<file path="src/rtl/spi_burst_receiver.sv">
// Purpose : oversampling SPI slave receiver, all four modes, multi-word bursts per chip-select frame.
// Latency : word outputs 3 spiClk edges after the sampling sck edge; frameDone 4 edges after cs release.
// Backpressure: none, because the SPI master cannot be stalled; words beyond maxWords are dropped and flagged.
//
// Ports:
//   spiClk, nRst            receiver clock, synchronous active-low reset
//   sck, sdi, cs            asynchronous SPI pins, synchronised internally
//   writeData/writeEnable   last completed word and its one-cycle strobe
//   wordIndex               0-based position of writeData within the frame
//   busy                    frame in progress (ACTIVE state)
//   frameDone/frameError    end-of-frame pulse; error if the frame ended mid-word
//   wordCount               accepted words in the finished frame, held
//   overrun                 sticky: a word beyond maxWords arrived in this frame
module spi_burst_receiver #(
   parameter int wordBits     = 8,
   parameter int maxWords     = 4,
   parameter int spiMode      = 0,
   parameter int msbFirst     = 1,
   parameter int csActiveHigh = 1
) (
   input  logic                                                spiClk,
   input  logic                                                nRst,
   input  logic                                                sck,
   input  logic                                                sdi,
   input  logic                                                cs,
   output logic [wordBits-1:0]                                 writeData,
   output logic                                                writeEnable,
   output logic [((maxWords > 1) ? $clog2(maxWords) : 1)-1:0]  wordIndex,
   output logic                                                busy,
   output logic                                                frameDone,
   output logic                                                frameError,
   output logic [$clog2(maxWords+1)-1:0]                       wordCount,
   output logic                                                overrun
);

   localparam int   BCW         = $clog2(wordBits + 1);
   localparam int   WCW         = $clog2(maxWords + 2);   // word counter saturates at maxWords+1
   localparam int   WIW         = (maxWords > 1) ? $clog2(maxWords) : 1;
   localparam int   WNW         = $clog2(maxWords + 1);
   localparam logic CPOL        = (spiMode >= 2);
   localparam logic SAMPLE_RISE = (spiMode == 0) || (spiMode == 3);
   localparam logic CS_ACT      = (csActiveHigh != 0);

   typedef enum logic [1:0] {IDLE = 2'd0, ACTIVE = 2'd1, DRAIN = 2'd2} state_t;

   state_t state_q, state_d;

   // [0],[1] synchroniser, [2] delay stage for edge detection
   logic [2:0]          sck_sync_q, sck_sync_d;
   logic [2:0]          cs_sync_q,  cs_sync_d;
   logic [2:0]          sdi_sync_q, sdi_sync_d;

   logic [wordBits-1:0] shift_q, shift_d;
   logic [BCW-1:0]      bit_cnt_q, bit_cnt_d;
   logic [WCW-1:0]      word_cnt_q, word_cnt_d;
   logic [wordBits-1:0] wdata_q, wdata_d;
   logic                we_q, we_d;
   logic [WIW-1:0]      widx_q, widx_d;
   logic                fd_q, fd_d;
   logic                fe_q, fe_d;
   logic [WNW-1:0]      wcount_q, wcount_d;
   logic                ovr_q, ovr_d;

   logic                sample_edge, cs_now, cs_prev, cs_start, cs_end;
   logic [BCW-1:0]      bit_cnt_inc;
   logic [wordBits-1:0] shift_in;

   always_comb begin
      sck_sync_d  = {sck_sync_q[1:0], sck};
      cs_sync_d   = {cs_sync_q[1:0],  cs};
      sdi_sync_d  = {sdi_sync_q[1:0], sdi};

      sample_edge = SAMPLE_RISE ? ( sck_sync_q[1] & ~sck_sync_q[2])
                                : (~sck_sync_q[1] &  sck_sync_q[2]);
      cs_now      = (cs_sync_q[1] == CS_ACT);
      cs_prev     = (cs_sync_q[2] == CS_ACT);
      cs_start    = cs_now & ~cs_prev;
      cs_end      = ~cs_now & cs_prev;
   end

   // FSM next state
   always_comb begin
      state_d = state_q;
      case (state_q)
         IDLE:    if (cs_start) state_d = ACTIVE;
         ACTIVE:  if (cs_end)   state_d = DRAIN;
         DRAIN:                 state_d = IDLE;
         default:               state_d = IDLE;
      endcase
   end

   always_ff @(posedge spiClk) begin
      if (!nRst) state_q <= IDLE;
      else       state_q <= state_d;
   end

   // Datapath. The delayed sdi stage pairs with the old sck level, so the bit
   // taken is the one present just before the sampling edge was seen.
   always_comb begin
      shift_d     = shift_q;
      bit_cnt_d   = bit_cnt_q;
      word_cnt_d  = word_cnt_q;
      wdata_d     = wdata_q;
      we_d        = 1'b0;
      widx_d      = widx_q;
      fd_d        = 1'b0;
      fe_d        = 1'b0;
      wcount_d    = wcount_q;
      ovr_d       = ovr_q;
      bit_cnt_inc = bit_cnt_q + BCW'(1);
      shift_in    = (msbFirst != 0) ? {shift_q[wordBits-2:0], sdi_sync_q[2]}
                                    : {sdi_sync_q[2], shift_q[wordBits-1:1]};

      case (state_q)
         IDLE: begin
            if (cs_start) begin
               bit_cnt_d  = '0;
               word_cnt_d = '0;
               ovr_d      = 1'b0;
            end
         end
         ACTIVE: begin
            // cs release wins over a coincident sampling edge: the bit is discarded
            if (!cs_end && sample_edge) begin
               shift_d = shift_in;
               if (bit_cnt_inc == BCW'(wordBits)) begin
                  bit_cnt_d = '0;
                  if (word_cnt_q < WCW'(maxWords)) begin
                     wdata_d = shift_in;
                     widx_d  = word_cnt_q[WIW-1:0];
                     we_d    = 1'b1;
                  end else begin
                     ovr_d   = 1'b1;
                  end
                  if (word_cnt_q != WCW'(maxWords + 1))
                     word_cnt_d = word_cnt_q + WCW'(1);
               end else begin
                  bit_cnt_d = bit_cnt_inc;
               end
            end
         end
         DRAIN: begin
            fd_d     = 1'b1;
            fe_d     = (bit_cnt_q != '0);
            wcount_d = (word_cnt_q > WCW'(maxWords)) ? WNW'(maxWords) : word_cnt_q[WNW-1:0];
         end
         default: ;
      endcase
   end

   always_ff @(posedge spiClk) begin
      if (!nRst) begin
         // cs chain parks at the active level so a cs held through reset yields no start edge
         sck_sync_q <= {3{CPOL}};
         cs_sync_q  <= {3{CS_ACT}};
         sdi_sync_q <= '0;
         shift_q    <= '0;
         bit_cnt_q  <= '0;
         word_cnt_q <= '0;
         wdata_q    <= '0;
         we_q       <= 1'b0;
         widx_q     <= '0;
         fd_q       <= 1'b0;
         fe_q       <= 1'b0;
         wcount_q   <= '0;
         ovr_q      <= 1'b0;
      end else begin
         sck_sync_q <= sck_sync_d;
         cs_sync_q  <= cs_sync_d;
         sdi_sync_q <= sdi_sync_d;
         shift_q    <= shift_d;
         bit_cnt_q  <= bit_cnt_d;
         word_cnt_q <= word_cnt_d;
         wdata_q    <= wdata_d;
         we_q       <= we_d;
         widx_q     <= widx_d;
         fd_q       <= fd_d;
         fe_q       <= fe_d;
         wcount_q   <= wcount_d;
         ovr_q      <= ovr_d;
      end
   end

   assign writeData   = wdata_q;
   assign writeEnable = we_q;
   assign wordIndex   = widx_q;
   assign busy        = (state_q == ACTIVE);
   assign frameDone   = fd_q;
   assign frameError  = fe_q;
   assign wordCount   = wcount_q;
   assign overrun     = ovr_q;

endmodule

</file>
<file path="config.mk">
export PLATFORM = sky130hd
export DESIGN_NAME = spi_burst_receiver
export DESIGN_NICKNAME = d
export VERILOG_FILES = /design/src/rtl/spi_burst_receiver.sv
export SDC_FILE = /design/constraint.sdc
export NUM_CORES = 1
export LEC_CHECK = 0
export BUFFER_PORTS_ARGS = -buffer_cell sky130_fd_sc_hd__buf_4
export CAP_MARGIN = 25
export CORE_ASPECT_RATIO = 1.1
export CORE_UTILIZATION = 55
export CTS_BUF_LIST = sky130_fd_sc_hd__clkbuf_8
export CTS_CLUSTER_DIAMETER = 200
export DETAILED_ROUTE_END_ITERATION = 7
export GPL_ROUTABILITY_DRIVEN = 1
export PLACE_DENSITY = 0.77
export REMOVE_ABC_BUFFERS = 1
export SYNTH_ARGS = -nofsm -noshare
export SYNTH_HDL_FRONTEND = slang
export SYNTH_SLANG_ARGS = --single-unit
</file>
<file path="constraint.sdc">
create_clock -name spiClk -period 2.9 [get_ports spiClk]
set_input_delay 0.58 -clock spiClk [delete_from_list [all_inputs] [get_ports spiClk]]
set_output_delay 0.58 -clock spiClk [all_outputs]
set_load 0.02 [all_outputs]
</file>
==> results of run 1 <==
[sequential cells by signal (all words and copies together) (netlist names), 3 cells and up]
signal	flops
writeData	8
wordCount	3
bit_cnt_q	4
sck_sync_q	3
sdi_sync_q	3
word_cnt_q	3
shift_q	7
cs_sync_q	3
[layout make-up]
type                            instances  area share [%]
Clock buffer                            8            5.60
Inverter                                9            1.72
Timing Repair Buffer                   23            8.78
Tap cell                               33            2.10
Multi-Input combinational cell        122            39.0
Sequential cell                        42            42.8
[Yosys cell counts (3+ instances only)]
cell / instances / area (um2)
a21oi_1: 12 / 60.1
and2_1: 7 / 43.8
clkbuf_1: 6 / 22.5
dfxtp_1: 42 / 841
ha_1: 5 / 62.6
inv_1: 8 / 30.0
mux2i_1: 11 / 110
nand2_1: 40 / 150
nand2b_1: 4 / 25.0
nand3_1: 3 / 15.0
nand4_1: 4 / 25.0
nor2_1: 7 / 26.3
[report_power, final]
group / switching [mW] / internal (mW) / total, mW
clock: 0.185 / 0.240 / 0.425
sequential: 0.00263 / 0.582 / 0.584
combinational: 0.0170 / 0.0106 / 0.0276
[worst paths after layout]
| path | to | from | cells past startpoint |
|---|---|---|---|
| max | busy | state_q[1] | 3 |
| min | cs_sync_q[1] | cs_sync_q[0] | 1 |
| max reg2reg | writeData[2] | bit_cnt_q[1] | 6 |
| min reg2reg | cs_sync_q[1] | cs_sync_q[0] | 1 |
[worst register-to-register path, cell delays in order (launching register included)]
cell and delay [ps]:
dfxtp_1 450, ha_1 250, nand2_1 120, a21o_1 230, nor3_2 150, buf_4 240, mux2i_1 240
[kinds of logic after synthesis]
| logic type | count (synthesis) |
|---|---|
| buffers and inverters | 17 |
| AOI/OAI and AO/OA | 27 |
| DFF | 42 |
| and+or+nand+nor | 78 |
| adders and majority gates | 6 |
| muxes | 11 |
[metrics by stage]
| step | setup slack (ps) | hold WS, ps | std cells |
|---|---|---|---|
| floorplan | 1040 | 386 | 173 |
| global placement | 1140 | 408 | 229 |
| detailed placement | 1070 | 403 | 229 |
| CTS | 1080 | 446 | 237 |
| global route | 982 | 449 | 237 |
| finish | 1060 | 432 | 237 |
[placed cells by master (no fill, tap or decap), types with 2 or more instances in the layout]
cell and n:
nor3_1 2, mux2i_1 11, a21oi_1 12, dfxtp_1 42, a22oi_1 2, nand2_1 40, nand3b_1 2, o21ai_0 2
nand2b_1 4, nor3b_1 2, ha_1 5, clkbuf_8 8, nor2_1 7, inv_1 8, buf_4 23, nand3_1 3
and2_1 7, a31oi_1 2, nand4_1 4
[per-layer routing]
layer	track usage (%)	wire length [um]
met1	22.4	1340
met2	34.8	1490
met5	0	0
met3	5.34	87
met4	11.4	47
==> metrics.md, run 1 <==
| Metric | Value |
|---|---|
| Status | `completed` |
| RePlAce Congestion | `approximately 0.73` |
| Simple logic cell fraction of the synthesized area | `between 20% and 30%` |
| Compound-cell area share of the yosys netlist | `approximately 11%` |
| XOR/XNOR share of the synthesized area | `0%` |
| Inserted Diodes | `0` |
| Main synth FF type | `dfxtp_1` |
| Clock period minus worst slack | `1840 ps` |
| Setup Fix Bufs, Post-CTS | `0` |
| Crit path capture type | `output pin` |
| Vias/cell | `about 5.4` |
| Post-Syn Area | `1680 um2` |
| Reg2reg setup slack | `between 1000 and 1500 ps` |
| Port buffer count | `22` |
| CTS root buf | `clkbuf_8` |
| FFs w/ async S/R, synth | `0%` |
| CP Class | `reg -> out` |
| Vias | `between 1,000 and 1,500` |
| Die X | `approximately 55 um` |
| Post-synthesis mux area share | `under 10%` |
| Largest net degree at the start of global routing | `36` |
| Maximum clock rate | `about 540 MHz` |
| Synth unique cells | `38` |
| Die area | `~3300 um2` |
| Synth Area in Adders | `4.33%` |
| Req. time, crit path | `2320 ps` |
| Final setup vio count | `0` |
| Max Slew Vio Count | `0` |
| Worst Path Arrival | `between 1000 and 1500 ps` |
| CP max stage delay | `380 ps` |
| DR WL/cell | `approximately 12 um` |
| Cts bufs inserted | `5` |
| Clk_skew | `approximately 5.1 ps` |
| Total Power | `1.04 mW` |
| Cell Rows | `20` |
| Sum Neg Setup Slack | `0 ps` |
| Final std cell area, no fill | `1970 um2` |
| CORE AREA | `between 2000 and 3000 um2` |
| Number of global-route vias before repair | `~1,100` |
| First-pass GRT wire length | `4710 um` |
| All-Layer GR Usage | `20.5%` |
| Slew margin rel. | `between 60% and 70%` |
| TritonCTS clock tree | `built` |
| Number of remaining DRC errors | `0` |
| Final wirelength | `2960 um` |
| Syn avg cell area | `~9.3 um2` |
| CTS H-tree depth | `2` |
| Main combinational cell family by area after synthesis | `simple AND/OR/NAND/NOR gates` |
| Clock Tree Buf Depth | `2` |
| Clock transition at path regs | `about 70 ps` |
| Final period util | `between 60% and 70%` |
| RSZ-0062 raised after global routing | `no` |
| Multi-input logic area | `~770 um2` |
| Warnings from Yosys | `0` |
| Detailed Routing Iterations Pass 1 | `4` |
| Layout cell share with drive strength beyond 1 | `between 10% and 20%` |
| Storage element area | `841 um2` |
| Post-Route Utilization | `a little under 70%` |
| NumNets Final | `213` |
| Post-route ant nets | `0` |
| CP Launch Type | `register` |
| Leakage Power | `about 0.76 nW` |
| Initial antenna violation count | `0` |
| Area Growth Syn to Fin | `17.2%` |
| Crit-path cells | `nand2b_1 -> inv_1 -> buf_4` |
| Clock sink count | `42` |
| EDFF count, synth | `0` |
| # IOs | `23` |
| Power Density | `~530 nW/um2` |
| CP Max Fanout | `6` |
| IR drop worst, VDD | `approximately 490 uV` |
| Hpwl dp | `2020 um` |
| Initial DRC count | `45` |
| Slowest cell on crit path | `dfxtp_1` |
| Post-synthesis sequential area ratio | `50.1%` |
| Flops & latches, synth | `between 40 and 50` |
| Initial Util | `59.3%` |
| Die H | `roughly 60 um` |
| Max Cap Viol | `0` |
| Hold violation count in the final report | `0` |
| PostCTS Resize Cnt | `0` |
| Slew @ Worst Pin | `roughly 530 ps` |
| Total congestion overflow | `0` |
| Area post-placement | `between 1500 and 2000 um2` |
| Worst min path class | `reg -> reg` |
| Hold Buf Count CTS | `0` |
| Mapped Cells | `181` |
| FILL cells | `224` |
| Worst Path Buf+Inv | `2` |
| Worst skew pair latency | `290 ps` |
| Top delay family on crit path | `flip-flops` |
(Power assumes the default switching activity.)
==> inputs of run 2 (changes only) <==
==> constraint.sdc (replaced) <==
create_clock -name spiClk -period 1.7 [get_ports spiClk]
set_input_delay 0.34 -clock spiClk [delete_from_list [all_inputs] [get_ports spiClk]]
set_output_delay 0.34 -clock spiClk [all_outputs]
set_load 0.02 [all_outputs]
==> run 2 against run 1 <==
Net effect: cell count increased by 1.3%; critical path depth increased by 3; setup slack got worse by 940 ps; flip-flop and latch count unchanged; combinational power increased by 85%; worst hold slack got worse by 190 ps; core utilization increased by 0.88 points; die area unchanged; power increased by 61%; critical path type is now reg -> reg.
==> metrics.md, run 2 (synthesized netlist as in run 1, its figures left out) <==
| Metric | Value |
|---|---|
| Setup Fix Bufs, Post-CTS | `0` |
| Maximum clock rate | `631 MHz` |
| Largest net degree at the start of global routing | `36` |
| Vias/cell | `roughly 5.5` |
| Cell Rows | `20` |
| CP Class | `reg -> reg` |
| Die X | `54.6 um` |
| CTS root buf | `clkbuf_8` |
| Max FFs per register | `8` |
| Hold Buf Count CTS | `0` |
| Vias | `roughly 1,300` |
| Power Density | `roughly 840 nW/um2` |
| Slew @ Worst Pin | `about 330 ps` |
| Clock transition at path regs | `around 70 ps` |
| CORE AREA | `2830 um2` |
| Leakage Power | `0.763 nW` |
| Worst Path Arrival | `about 1800 ps` |
| Final setup vio count | `0` |
| NumNets Final | `218` |
| Clock Tree Buf Depth | `2` |
| IR drop worst, VDD | `about 770 uV` |
| Inst Count DP | `roughly 230` |
| Layout cell share with drive strength beyond 1 | `22.2%` |
| Initial antenna violation count | `0` |
| RSZ-0062 raised after global routing | `no` |
| Top delay family on crit path | `flip-flops` |
| Final std cells w/o fill | `240` |
| Number of global-route vias before repair | `between 1,000 and 1,500` |
| Port buffer count | `22` |
| # IOs | `23` |
| Crit-path cells | `ha_2 -> nand2_1 -> a21o_1 -> nor3_2 -> buf_6 -> mux2i_1` |
| TritonCTS clock tree | `built` |
| CP Max Fanout | `10` |
| Cts bufs inserted | `5` |
| Post-route ant nets | `0` |
| Area Growth Syn to Fin | `18.7%` |
| Slew margin rel. | `approximately 78%` |
| Final period util | `between 90% and 100%` |
| Sum Neg Setup Slack | `0 ps` |
| Most frequent cells in the layout | `nand2_1, dfxtp_1, buf_4` |
| PostCTS Resize Cnt | `0` |
| Die H | `59.9 um` |
| Slowest cell on crit path | `dfxtp_2` |
| Req. time, crit path | `approximately 1900 ps` |
| Initial Util | `between 50% and 60%` |
| RePlAce Congestion | `around 0.79` |
| Clk_skew | `6.39 ps` |
| Worst skew pair latency | `approximately 290 ps` |
| Hold violation count in the final report | `0` |
| Reg2reg setup slack | `between 100 and 150 ps` |
| CP max stage delay | `390 ps` |
| Clock period minus worst slack | `between 1500 and 2000 ps` |
| Worst Path Buf+Inv | `1` |
| Detailed Routing Iterations Pass 1 | `4` |
| Clock sink count | `42` |
| CTS H-tree depth | `2` |
| Hpwl dp | `between 2000 and 2500 um` |
| Max Slew Vio Count | `0` |
| Inserted Diodes | `0` |
| Status | `completed` |
| Post-Route Utilization | `between 70% and 80%` |
| DR WL/cell | `12.9 um` |
| Crit path capture type | `register` |
| CP Launch Type | `register` |
| Die area | `roughly 3300 um2` |
| First-pass GRT wire length | `~5000 um` |
| Max Cap Viol | `0` |
| Total congestion overflow | `0` |
| All-Layer GR Usage | `between 20% and 30%` |
| Worst min path class | `in -> reg` |
| Initial DRC count | `39` |
| Final wirelength | `slightly above 3000 um` |
| Number of remaining DRC errors | `0` |
| Total Power | `approximately 1.7 mW` |
run 2: cell type report:
type / instances / area, um2
Timing Repair Buffer: 28 / 214
Fill cell: 240 / 837
Multi-Input combinational cell: 122 / 776
Sequential cell: 42 / 843
Clock buffer: 6 / 82.6
Tap cell: 33 / 41.3
Inverter: 9 / 33.8
run 2: power breakdown:
group	leakage, nW	internal [mW]	switching, mW
combinational	0.379	0.0214	0.0298
sequential	0.341	0.993	0.00410
clock	0.0431	0.313	0.311
run 2: worst register-to-register path, stage by stage (launching register included):
cell and delay (ps):
dfxtp_2 390, ha_2 230, nand2_1 110, a21o_1 200
nor3_2 170, buf_6 190, mux2i_1 220
run 2: metal layers:
metal | vias up | part of all wire, % | GRT usage [%]
met2 | 26 | 49 | 34.4
met4 | 0 | 1.6 | 8.79
met1 | 626 | 45 | 27.5
met5 | - | 0 | 0
li1 | 662 | - | -
met3 | 5 | 3.7 | 6.11
run 2: path summary, 6_finish.rpt:
| kind | depth (start not counted) | start | to |
|---|---|---|---|
| max | 6 | bit_cnt_q[1] | writeData[4] |
| max reg2reg | 6 | bit_cnt_q[1] | writeData[4] |
| min | 2 | cs | cs_sync_q[0] |
| min reg2reg | 1 | cs_sync_q[0] | cs_sync_q[1] |
run 2: per-stage QoR:
step           setup slack, ps  hold WS [ps]  cell area (um2)
2_1_floorplan             -164           386             1640
3_3_place_gp               144           404             1890
3_5_place_dp              18.2           404             1890
4_1_cts                   4.81           234             1980
5_1_grt                   20.6           228             1990
6_report                   114           239             1990
